[src/rtl/branch_pht_sched_pkg.sv]
// Shared types and helpers for the PHT scheduler: FSM/grant enums, history snapshot entry, 2-bit counter update.
package branch_pht_sched_pkg;

    typedef enum logic {INIT = 1'b0, RUN = 1'b1} state_t;
    typedef enum logic {PRED = 1'b0, RES = 1'b1} grant_t;

    // Snapshot field is sized for the largest supported table (PHT_SIZE <= 2**16); narrower GHRs zero-extend.
    localparam int SNAP_MAX_W = 16;

    typedef struct packed {
        logic [SNAP_MAX_W-1:0] snap;
        logic                  pred;
    } hist_entry_t;

    function automatic logic [1:0] sat_update(input logic [1:0] cnt, input logic taken);
        logic [1:0] nxt;
        nxt = cnt;
        if (taken && cnt != 2'b11) begin
            nxt = cnt + 2'b01;
        end else if (!taken && cnt != 2'b00) begin
            nxt = cnt - 2'b01;
        end
        return nxt;
    endfunction

endpackage

[src/rtl/branch_pht_sched_histq.sv]
// In-order FIFO of per-branch history snapshots; flush empties it and takes priority over push.
module branch_pht_sched_histq
    import branch_pht_sched_pkg::*;
#(
    parameter  int QDEPTH = 8,
    localparam int TW     = $clog2(QDEPTH)
) (
    input  logic          clk,
    input  logic          rst,
    input  logic          push,
    input  hist_entry_t   din,
    input  logic          pop,
    input  logic          flush,
    output logic          full,
    output logic          empty,
    output hist_entry_t   head,
    output logic [TW-1:0] wr_tag
);

    localparam logic [TW:0] PTR_ONE = {{TW{1'b0}}, 1'b1};

    logic [TW:0] wr_ptr_q, wr_ptr_d;
    logic [TW:0] rd_ptr_q, rd_ptr_d;
    hist_entry_t mem_q [QDEPTH];

    always_comb begin
        wr_ptr_d = wr_ptr_q;
        rd_ptr_d = rd_ptr_q;
        if (flush) begin
            rd_ptr_d = wr_ptr_q;
        end else begin
            if (push) wr_ptr_d = wr_ptr_q + PTR_ONE;
            if (pop)  rd_ptr_d = rd_ptr_q + PTR_ONE;
        end
    end

    always_ff @(posedge clk or posedge rst) begin
        if (rst) begin
            wr_ptr_q <= '0;
            rd_ptr_q <= '0;
        end else begin
            wr_ptr_q <= wr_ptr_d;
            rd_ptr_q <= rd_ptr_d;
        end
    end

    always_ff @(posedge clk) begin
        if (push && !flush) begin
            mem_q[wr_ptr_q[TW-1:0]] <= din;
        end
    end

    // Extra wrap bit distinguishes full from empty when the slot indices match.
    assign empty  = (wr_ptr_q == rd_ptr_q);
    assign full   = (wr_ptr_q[TW] != rd_ptr_q[TW]) && (wr_ptr_q[TW-1:0] == rd_ptr_q[TW-1:0]);
    assign head   = mem_q[rd_ptr_q[TW-1:0]];
    assign wr_tag = wr_ptr_q[TW-1:0];

endmodule

[src/rtl/branch_pht_sched.sv]
// Single-port PHT scheduler: init sweep, predict/resolve arbitration, speculative GHR with mispredict recovery.
// Optional counters stat_preds/stat_mispreds are built when BRANCH_PHT_SCHED_STATS_EN is defined.
module branch_pht_sched
    import branch_pht_sched_pkg::*;
#(
    parameter  int PHT_SIZE = 2048,
    parameter  int QDEPTH   = 8,
    localparam int IW       = $clog2(PHT_SIZE),
    localparam int TW       = $clog2(QDEPTH)
) (
    input  logic          clk,
    input  logic          reset,
    input  logic          pred_req_val,
    output logic          pred_req_rdy,
    output logic          pred_resp_val,
    input  logic          pred_resp_rdy,
    output logic          pred_resp_taken,
    output logic [TW-1:0] pred_resp_tag,
    input  logic          res_val,
    output logic          res_rdy,
    input  logic          res_taken,
    output logic          flush,
    output logic          pht_wen,
    output logic [IW-1:0] pht_addr,
    output logic [1:0]    pht_wdata,
    input  logic [1:0]    pht_rdata,
    output logic [31:0]   stat_preds,
    output logic [31:0]   stat_mispreds
);

    localparam logic [IW-1:0] CNT_ONE  = {{(IW-1){1'b0}}, 1'b1};
    localparam logic [IW-1:0] CNT_LAST = IW'(PHT_SIZE - 1);

    state_t        state_q, state_d;
    grant_t        last_grant_q, last_grant_d;
    logic [IW-1:0] cnt_q, cnt_d;
    logic [IW-1:0] ghr_q, ghr_d;
    logic          resp_val_q, resp_val_d;
    logic          resp_taken_q, resp_taken_d;
    logic [TW-1:0] resp_tag_q, resp_tag_d;
    logic          flush_q, flush_d;

    logic          q_push, q_pop, q_flush, q_full, q_empty;
    hist_entry_t   q_din, q_head;
    logic [TW-1:0] q_wr_tag;

    logic res_cand, pred_cand, grant_res, grant_pred, mispredict;

    branch_pht_sched_histq #(.QDEPTH(QDEPTH)) u_histq (
        .clk    (clk),
        .rst    (reset),
        .push   (q_push),
        .din    (q_din),
        .pop    (q_pop),
        .flush  (q_flush),
        .full   (q_full),
        .empty  (q_empty),
        .head   (q_head),
        .wr_tag (q_wr_tag)
    );

    always_comb begin
        state_d      = state_q;
        last_grant_d = last_grant_q;
        cnt_d        = cnt_q;
        ghr_d        = ghr_q;
        resp_val_d   = resp_val_q;
        resp_taken_d = resp_taken_q;
        resp_tag_d   = resp_tag_q;
        flush_d      = 1'b0;
        q_push       = 1'b0;
        q_pop        = 1'b0;
        q_flush      = 1'b0;
        q_din        = '0;
        pht_wen      = 1'b0;
        pht_addr     = ghr_q;
        pht_wdata    = 2'b01;
        mispredict   = 1'b0;

        // A pending response may be consumed in the same cycle a new prediction refills the slot.
        res_cand   = (state_q == RUN) && res_val && !q_empty;
        pred_cand  = (state_q == RUN) && pred_req_val && !q_full && (!resp_val_q || pred_resp_rdy);
        grant_res  = res_cand && (!pred_cand || last_grant_q == PRED);
        grant_pred = pred_cand && !grant_res;

        if (resp_val_q && pred_resp_rdy) resp_val_d = 1'b0;

        case (state_q)
            INIT: begin
                pht_wen   = !reset;
                pht_addr  = cnt_q;
                pht_wdata = 2'b01;
                cnt_d     = cnt_q + CNT_ONE;
                if (cnt_q == CNT_LAST) state_d = RUN;
            end
            RUN: begin
                if (grant_res) begin
                    last_grant_d = RES;
                    q_pop        = 1'b1;
                    pht_wen      = 1'b1;
                    pht_addr     = IW'(q_head.snap);
                    pht_wdata    = sat_update(pht_rdata, res_taken);
                    if (res_taken != q_head.pred) begin
                        // Everything younger than the resolving branch was fetched down the wrong path.
                        mispredict = 1'b1;
                        ghr_d      = IW'({q_head.snap, res_taken});
                        q_flush    = 1'b1;
                        resp_val_d = 1'b0;
                        flush_d    = 1'b1;
                    end
                end else if (grant_pred) begin
                    last_grant_d = PRED;
                    q_push       = 1'b1;
                    q_din        = '{snap: SNAP_MAX_W'(ghr_q), pred: pht_rdata[1]};
                    ghr_d        = {ghr_q[IW-2:0], pht_rdata[1]};
                    resp_val_d   = 1'b1;
                    resp_taken_d = pht_rdata[1];
                    resp_tag_d   = q_wr_tag;
                end
            end
            default: ;
        endcase
    end

    always_ff @(posedge clk or posedge reset) begin
        if (reset) begin
            state_q      <= INIT;
            last_grant_q <= PRED;
            cnt_q        <= '0;
            ghr_q        <= '0;
            resp_val_q   <= 1'b0;
            resp_taken_q <= 1'b0;
            resp_tag_q   <= '0;
            flush_q      <= 1'b0;
        end else begin
            state_q      <= state_d;
            last_grant_q <= last_grant_d;
            cnt_q        <= cnt_d;
            ghr_q        <= ghr_d;
            resp_val_q   <= resp_val_d;
            resp_taken_q <= resp_taken_d;
            resp_tag_q   <= resp_tag_d;
            flush_q      <= flush_d;
        end
    end

    assign pred_req_rdy    = grant_pred;
    assign res_rdy         = grant_res;
    assign pred_resp_val   = resp_val_q;
    assign pred_resp_taken = resp_taken_q;
    assign pred_resp_tag   = resp_tag_q;
    assign flush           = flush_q;

`ifdef BRANCH_PHT_SCHED_STATS_EN
    logic [31:0] stat_preds_q, stat_preds_d;
    logic [31:0] stat_mispreds_q, stat_mispreds_d;

    always_comb begin
        stat_preds_d    = stat_preds_q + {31'b0, grant_pred};
        stat_mispreds_d = stat_mispreds_q + {31'b0, mispredict};
    end

    always_ff @(posedge clk or posedge reset) begin
        if (reset) begin
            stat_preds_q    <= '0;
            stat_mispreds_q <= '0;
        end else begin
            stat_preds_q    <= stat_preds_d;
            stat_mispreds_q <= stat_mispreds_d;
        end
    end

    assign stat_preds    = stat_preds_q;
    assign stat_mispreds = stat_mispreds_q;
`else
    assign stat_preds    = '0;
    assign stat_mispreds = '0;
`endif

endmodule
[config.mk]
export PLATFORM = sky130hd
export DESIGN_NAME = branch_pht_sched
export DESIGN_NICKNAME = d
export VERILOG_FILES = /design/src/rtl/branch_pht_sched_pkg.sv /design/src/rtl/branch_pht_sched_histq.sv /design/src/rtl/branch_pht_sched.sv
export SDC_FILE = /design/constraint.sdc
export NUM_CORES = 1
export LEC_CHECK = 0
export CAP_MARGIN = 20
export CORE_MARGIN = 5
export CORE_UTILIZATION = 57
export CTS_CLUSTER_SIZE = 14
export DETAILED_ROUTE_END_ITERATION = 16
export PLACE_DENSITY = 0.81
export SLEW_MARGIN = 10
export SYNTH_ARGS = -nofsm -noshare
export SYNTH_HDL_FRONTEND = slang
export SYNTH_HIERARCHICAL = 1
export SYNTH_SLANG_ARGS = --single-unit
export TNS_END_PERCENT = 10
[constraint.sdc]
create_clock -name clk -period 4.45 [get_ports clk]
set_clock_uncertainty 0.1 [all_clocks]
set_input_delay 1.1125 -clock clk [delete_from_list [all_inputs] [get_ports clk]]
set_output_delay 1.1125 -clock clk [all_outputs]
set_load 0.02 [all_outputs]
## After elaboration in Yosys (flattened, before gate mapping)

Memory sizes are Yosys's and may differ from the RTL's.
Index checks and enable logic that the tools add are counted.

| storage, ports and cells | value |
|---|---|
| output and inout port bits | 86 |
| memory bits (writable) | 96 |
| register bits | 38 |
| word-level logic and storage cells | 90 |
| memories | 1 |

| operators by class | value |
|---|---|
| mux-type cells | 34 |
| equality and inequality tests | 7 |
| bitwise operators | 4 |
| add/subtract/negate cells | 5 |
| reductions and logical operators | 29 |

Memories:

| name | depth | width | rd ports | clocked after Yosys merged registers in | write ports | RTL line | source |
|---|---|---|---|---|---|---|---|
| u_histq.mem_q | 8 | 12 | 1 | 0 | 1 | branch_pht_sched_histq.sv:24 | `hist_entry_t mem_q [QDEPTH];` |

Operator list:

| cell | number |
|---|---|
| $mux 11 | 4 |
| $mux 12 | 3 |
| $pmux 11 s2 | 1 |
| $mux 1 | 19 |
| $logic_and 1x1->1 | 12 |
| $add 11x1->11 const B | 1 |
| $eq 11x11->1 const B | 1 |
| $add 4x1->4 const B | 2 |
| $logic_not 1->1 | 8 |
| $mux 4 | 2 |
| $mux 2 | 3 |
| $reduce_and 3->1 | 2 |
| $reduce_bool 2->1 | 3 |
| $eq 4x4->1 | 1 |
| $not 1->1 | 4 |
| $pmux 2 s2 | 1 |
| $reduce_and 2->1 | 2 |
| $eq 3x3->1 | 1 |
| $add 2x1->2 const B | 1 |
| $logic_or 1x1->1 | 2 |
| $ne 1x1->1 | 2 |
| $ne 2x1->1 const B | 1 |
| $ne 2x2->1 const B | 1 |
| $pmux 1 s2 | 1 |
| $sub 2x1->2 const B | 1 |

## Logic depth before layout (Yosys ltp)

| logic depth | value |
|---|---|
| depth in word-level cells | 16 |
| gate-level depth with buffers | 13 |
| gate-level depth less buffers | 9 |

## Hierarchy

The synthesis kept the hierarchy.

Modules (own cells, without submodules):

| module | area an instance (sq um) | times used | cells each | sequential area each (sq um) |
|---|---|---|---|---|
| branch_pht_sched_histq | 5719.2 | 1 | 253 | 4284.1 |
| branch_pht_sched | 2207.1 | 1 | 235 | 750.7 |

## Worst setup path before layout

No wires, ideal clock.

| timing path | value |
|---|---|
| path type | reg-to-reg |
| from | register u_histq.rd_ptr_q[0] |
| to | memory u_histq/mem_q[0][0] (netlist bit) (enable) |
| period minus slack after synthesis | 4.083 ns |
| required time | 3.938 ns |
| cell stages (with the launch flop) | 11 |
| path buffers | 3 |
| slack | 0.367 ns |
| setup time | 0.412 ns |
| arrival | 3.570 ns |
| cells stage by stage | dfrtp_1 buf_6 buf_6 mux4_2 mux2_2 xnor2_1 nor2b_1 clkbuf_1 nor2b_1 nand2b_1 nor3_1 |

RTL lines:

| element | RTL line | source |
|---|---|---|
| start, declared | branch_pht_sched_histq.sv:23 | `logic [TW:0] rd_ptr_q, rd_ptr_d;` |
| start signal, assigned | branch_pht_sched_histq.sv:43 | `rd_ptr_q <= rd_ptr_d;` |
| end, declared | branch_pht_sched_histq.sv:24 |  |

## Final worst setup path

| timing path | value |
|---|---|
| from | input res_val |
| to | output pht_addr[6] |

| between the ends | value |
|---|---|
| word-level cells in the longest chain between the ends | 5 |

Ends and longest elaborated chain:

| element | RTL line | source |
|---|---|---|
| start, declared | branch_pht_sched.sv:19 | `input logic res_val,` |
| $logic_and 1x1->1 (2 in a row) | branch_pht_sched.sv:81 | `res_cand = (state_q == RUN) && res_val && !q_empty;` |
| $logic_and 1x1->1 | branch_pht_sched.sv:83 | `grant_res = res_cand && (!pred_cand \|\| last_grant_q == PRED);` |
| $mux 11 | branch_pht_sched.sv:97 | `if (grant_res) begin` |
| $pmux 11 s2 | branch_pht_sched.sv:88 | `case (state_q)` |
| end, declared | branch_pht_sched.sv:24 | `output logic [IW-1:0] pht_addr,` |

Every way passes these cells.

==> results.md <==
- Instance count of the mapped netlist: 433
- Synth Warn #: 6
- Number of rows created at floorplan: 38
- Critical path destination: pht_addr[6]
- TritonCTS buffer count: 17
- Pin count of the biggest net entering global routing: 31
- Period minus WS final: 4.36 ns
- VDD IR-drop max: 254 µV
- Non-filler cells, final: 626
- Drt first-iter violations: 175
- DRC violation count after routing: 0
- Max Root-Sink Buffers: 2
- Kind of start point of the critical path: input pin
- Data required time at the worst endpoint: ~3.2 ns
- Number of filler cells placed in the layout: 733
- Routed WL per cell: 20.0 µm
- Syn Std Cell Area: 6420 µm²
- Total power density per cell area: 395 nW/µm²
- Reg2Reg Capture Point: u_histq/mem_q[0][1]
- Max-slew headroom: 0.358
- Layout Cell Area excl Fill: 7250 µm²
- R2R setup slack: 0.81 ns
- Cell leakage power: 0.00246 µW
- Die width: between 100 and 150 µm
- Worst Setup Path Type: in -> out
- Outcome: completed
- Wirelength, routed: 12.5 mm
- Area of all sequential standard cells: 3830 µm²
- H-tree levels: 4
- Number of setup violations in the final report: 0
- Initial antenna violation count: 0
- Gr ovfl total: 0
- Least-Margin Pin Slew: 0.962 ns
- Highest fanout seen on the critical path: 18
- Number of failing hold endpoints at the final stage: 0
- DP HPWL: 7.71 mm
- Unrepaired setup endpoints after global routing: no
- Delay contributed by the slowest stage of the critical path: between 0.5 and 0.6 ns
- Share of the cycle needed by the critical path after routing: 0.980
- Fraction of layout instances using a drive strength above 1: 0.154
- Wire length of the first global-routing pass: 19.2 mm
- Number of antenna cells inserted: 0
- Number of global-route vias before repair: 3,515
- Number of top-level pins: 94
- Worst path slowest cell: sky130_fd_sc_hd__clkdlybuf4s50_1
- Endpoint type of the worst setup path: primary output
- Count of pins over their slew limit: 0
- Start point of the critical path: res_val
- Total iterations of the first detailed-routing run: 5
- Max Cap Violations: 0
- Count of input and output buffers: 29
- Post-DP Area: 6610 µm²
- Overall power after layout: 2870 µW
- Post-placement cell count: about 590
- CTS root buf: sky130_fd_sc_hd__clkbuf_16
- TritonCTS Sinks: 134
- Chain of cells forming the critical path: clkdlybuf4s50_1 > nand3b_4 > a31oi_2 > buf_12 > mux2i_2 > a21oi_1 > clkdlybuf4s50_1
- Max Clk Rate: about 0.23 GHz
- Area of the multi-input gates: 2160 µm²
- TritonCTS clock tree: built
- Die Span Y: 116 µm
- Starting density of the core: 0.587
- Growth of design area from synthesis to finish: 12.9%
- Final-stage net count: about 490
- Data arrival time of the critical path: 3.15 ns
- Average instance area after synthesis: 14.8 µm²
- Clock Pin Slew Worst Setup and Hold Paths: 0.05 ns
- Vias after detailed routing: 3,474
- Core outline area: 10,900 µm²
- Most prevalent standard cell on the critical path: sky130_fd_sc_hd__clkdlybuf4s50_1
- Hold Path Cell Cnt: 1
- Global Route Usage Sum: 0.197
- Post-CTS setup buffers: 0
- Worst min path class: reg -> reg
- Die Area: around 13,000 µm²
- Clk Latency, worst-skew pair: 0.41 ns
- Final weighted congestion in routability-driven placement: ~0.76
- ANT nets after route: 0
- Aggregate negative setup slack: 0 ns
- Via-to-Cell Ratio: 5.55
- Worst Reg-to-Reg Cells: 10
- Start of the worst register-to-register path: u_histq/rd_ptr_q[0]
worst max-delay path, delay by kind of cell:
family          cells  cell delay [ns]
buf+inv             3             1.29
mux                 1             0.29
compound gates      2             0.32
simple gates        1             0.12
what timing repair did:
item | 4_1_cts | 5_1_grt
hold endpoints to repair | 0 | 0
hold buffers | 0 | 0
setup endpoints to repair | 0 | 4
gates resized for setup | 0 | 4
power breakdown:
| group | switching, µW | leakage, µW | internal (µW) |
|---|---|---|---|
| combinational | 62.6 | 0.000978 | 10.1 |
| clock | 480 | 0.000302 | 987 |
| sequential | 0 | 0.00118 | 1330 |
cells in the final DEF (no fill, tap or decap), types with 11 or more instances in the layout:
cell	n
sky130_fd_sc_hd__clkdlybuf4s50_1	26
sky130_fd_sc_hd__mux4_1	21
sky130_fd_sc_hd__nand2_1	12
sky130_fd_sc_hd__xnor2_1	14
sky130_fd_sc_hd__dfrtp_1	38
sky130_fd_sc_hd__buf_4	15
sky130_fd_sc_hd__edfxtp_1	96
sky130_fd_sc_hd__nor2_1	33
sky130_fd_sc_hd__mux2_2	19
sky130_fd_sc_hd__mux2i_1	13
sky130_fd_sc_hd__clkbuf_16	17
sky130_fd_sc_hd__and2_1	11
sky130_fd_sc_hd__a21oi_1	21
sky130_fd_sc_hd__conb_1	64
through the flow:
| step | hold WS, ns | util | worst slack (ns) |
|---|---|---|---|
| after floorplan | 0.364 | - | 0.735 |
| after global placement | 0.388 | 0.605 | 0.0235 |
| after detailed placement | 0.392 | 0.605 | 0.0200 |
| after CTS | 0.401 | 0.661 | 0.00404 |
| after global routing | 0.429 | 0.663 | 0.0200 |
| final | 0.404 | 0.663 | 0.0872 |
metal layers:
layer,vias to the layer above,share of wire,GRT usage
li1,1538,-,-
met1,1745,0.39,0.243
met5,-,0,0
met3,21,0.090,0.0580
met4,0,0.020,0.0673
met2,170,0.50,0.335
worst min-delay path by stage:
stage | slack [ns] | to | startpoint
2_1_floorplan | 0.36 | cnt_q[10] | cnt_q[10]
6_report | 0.40 | cnt_q[10] | cnt_q[10]
3_3_place_gp | 0.39 | cnt_q[10] | cnt_q[10]
5_1_grt | 0.43 | cnt_q[10] | cnt_q[10]
4_1_cts | 0.40 | cnt_q[10] | cnt_q[10]
3_5_place_dp | 0.39 | cnt_q[10] | cnt_q[10]
layout make-up:
type                            count  share of cell area
Sequential cell                   134               0.529
Multi-Input combinational cell    269               0.299
Clock buffer                       21              0.0608
Timing Repair Buffer               46              0.0601
Clock inverter                     11              0.0250
Tap cell                          140              0.0242
Inverter                            5             0.00259
registers in the layout (all words and copies together), names as in the netlist:
register and flops:
pred_resp_tag 3, pred_resp_val 1, cnt_q 11, u_histq/wr_ptr_q 4, state_q 1, pred_resp_taken 1, u_histq/mem_q 96, last_grant_q 1
u_histq/rd_ptr_q 4, ghr_q 11, flush 1
No activity file was read; power rests on OpenSTA's default activity.
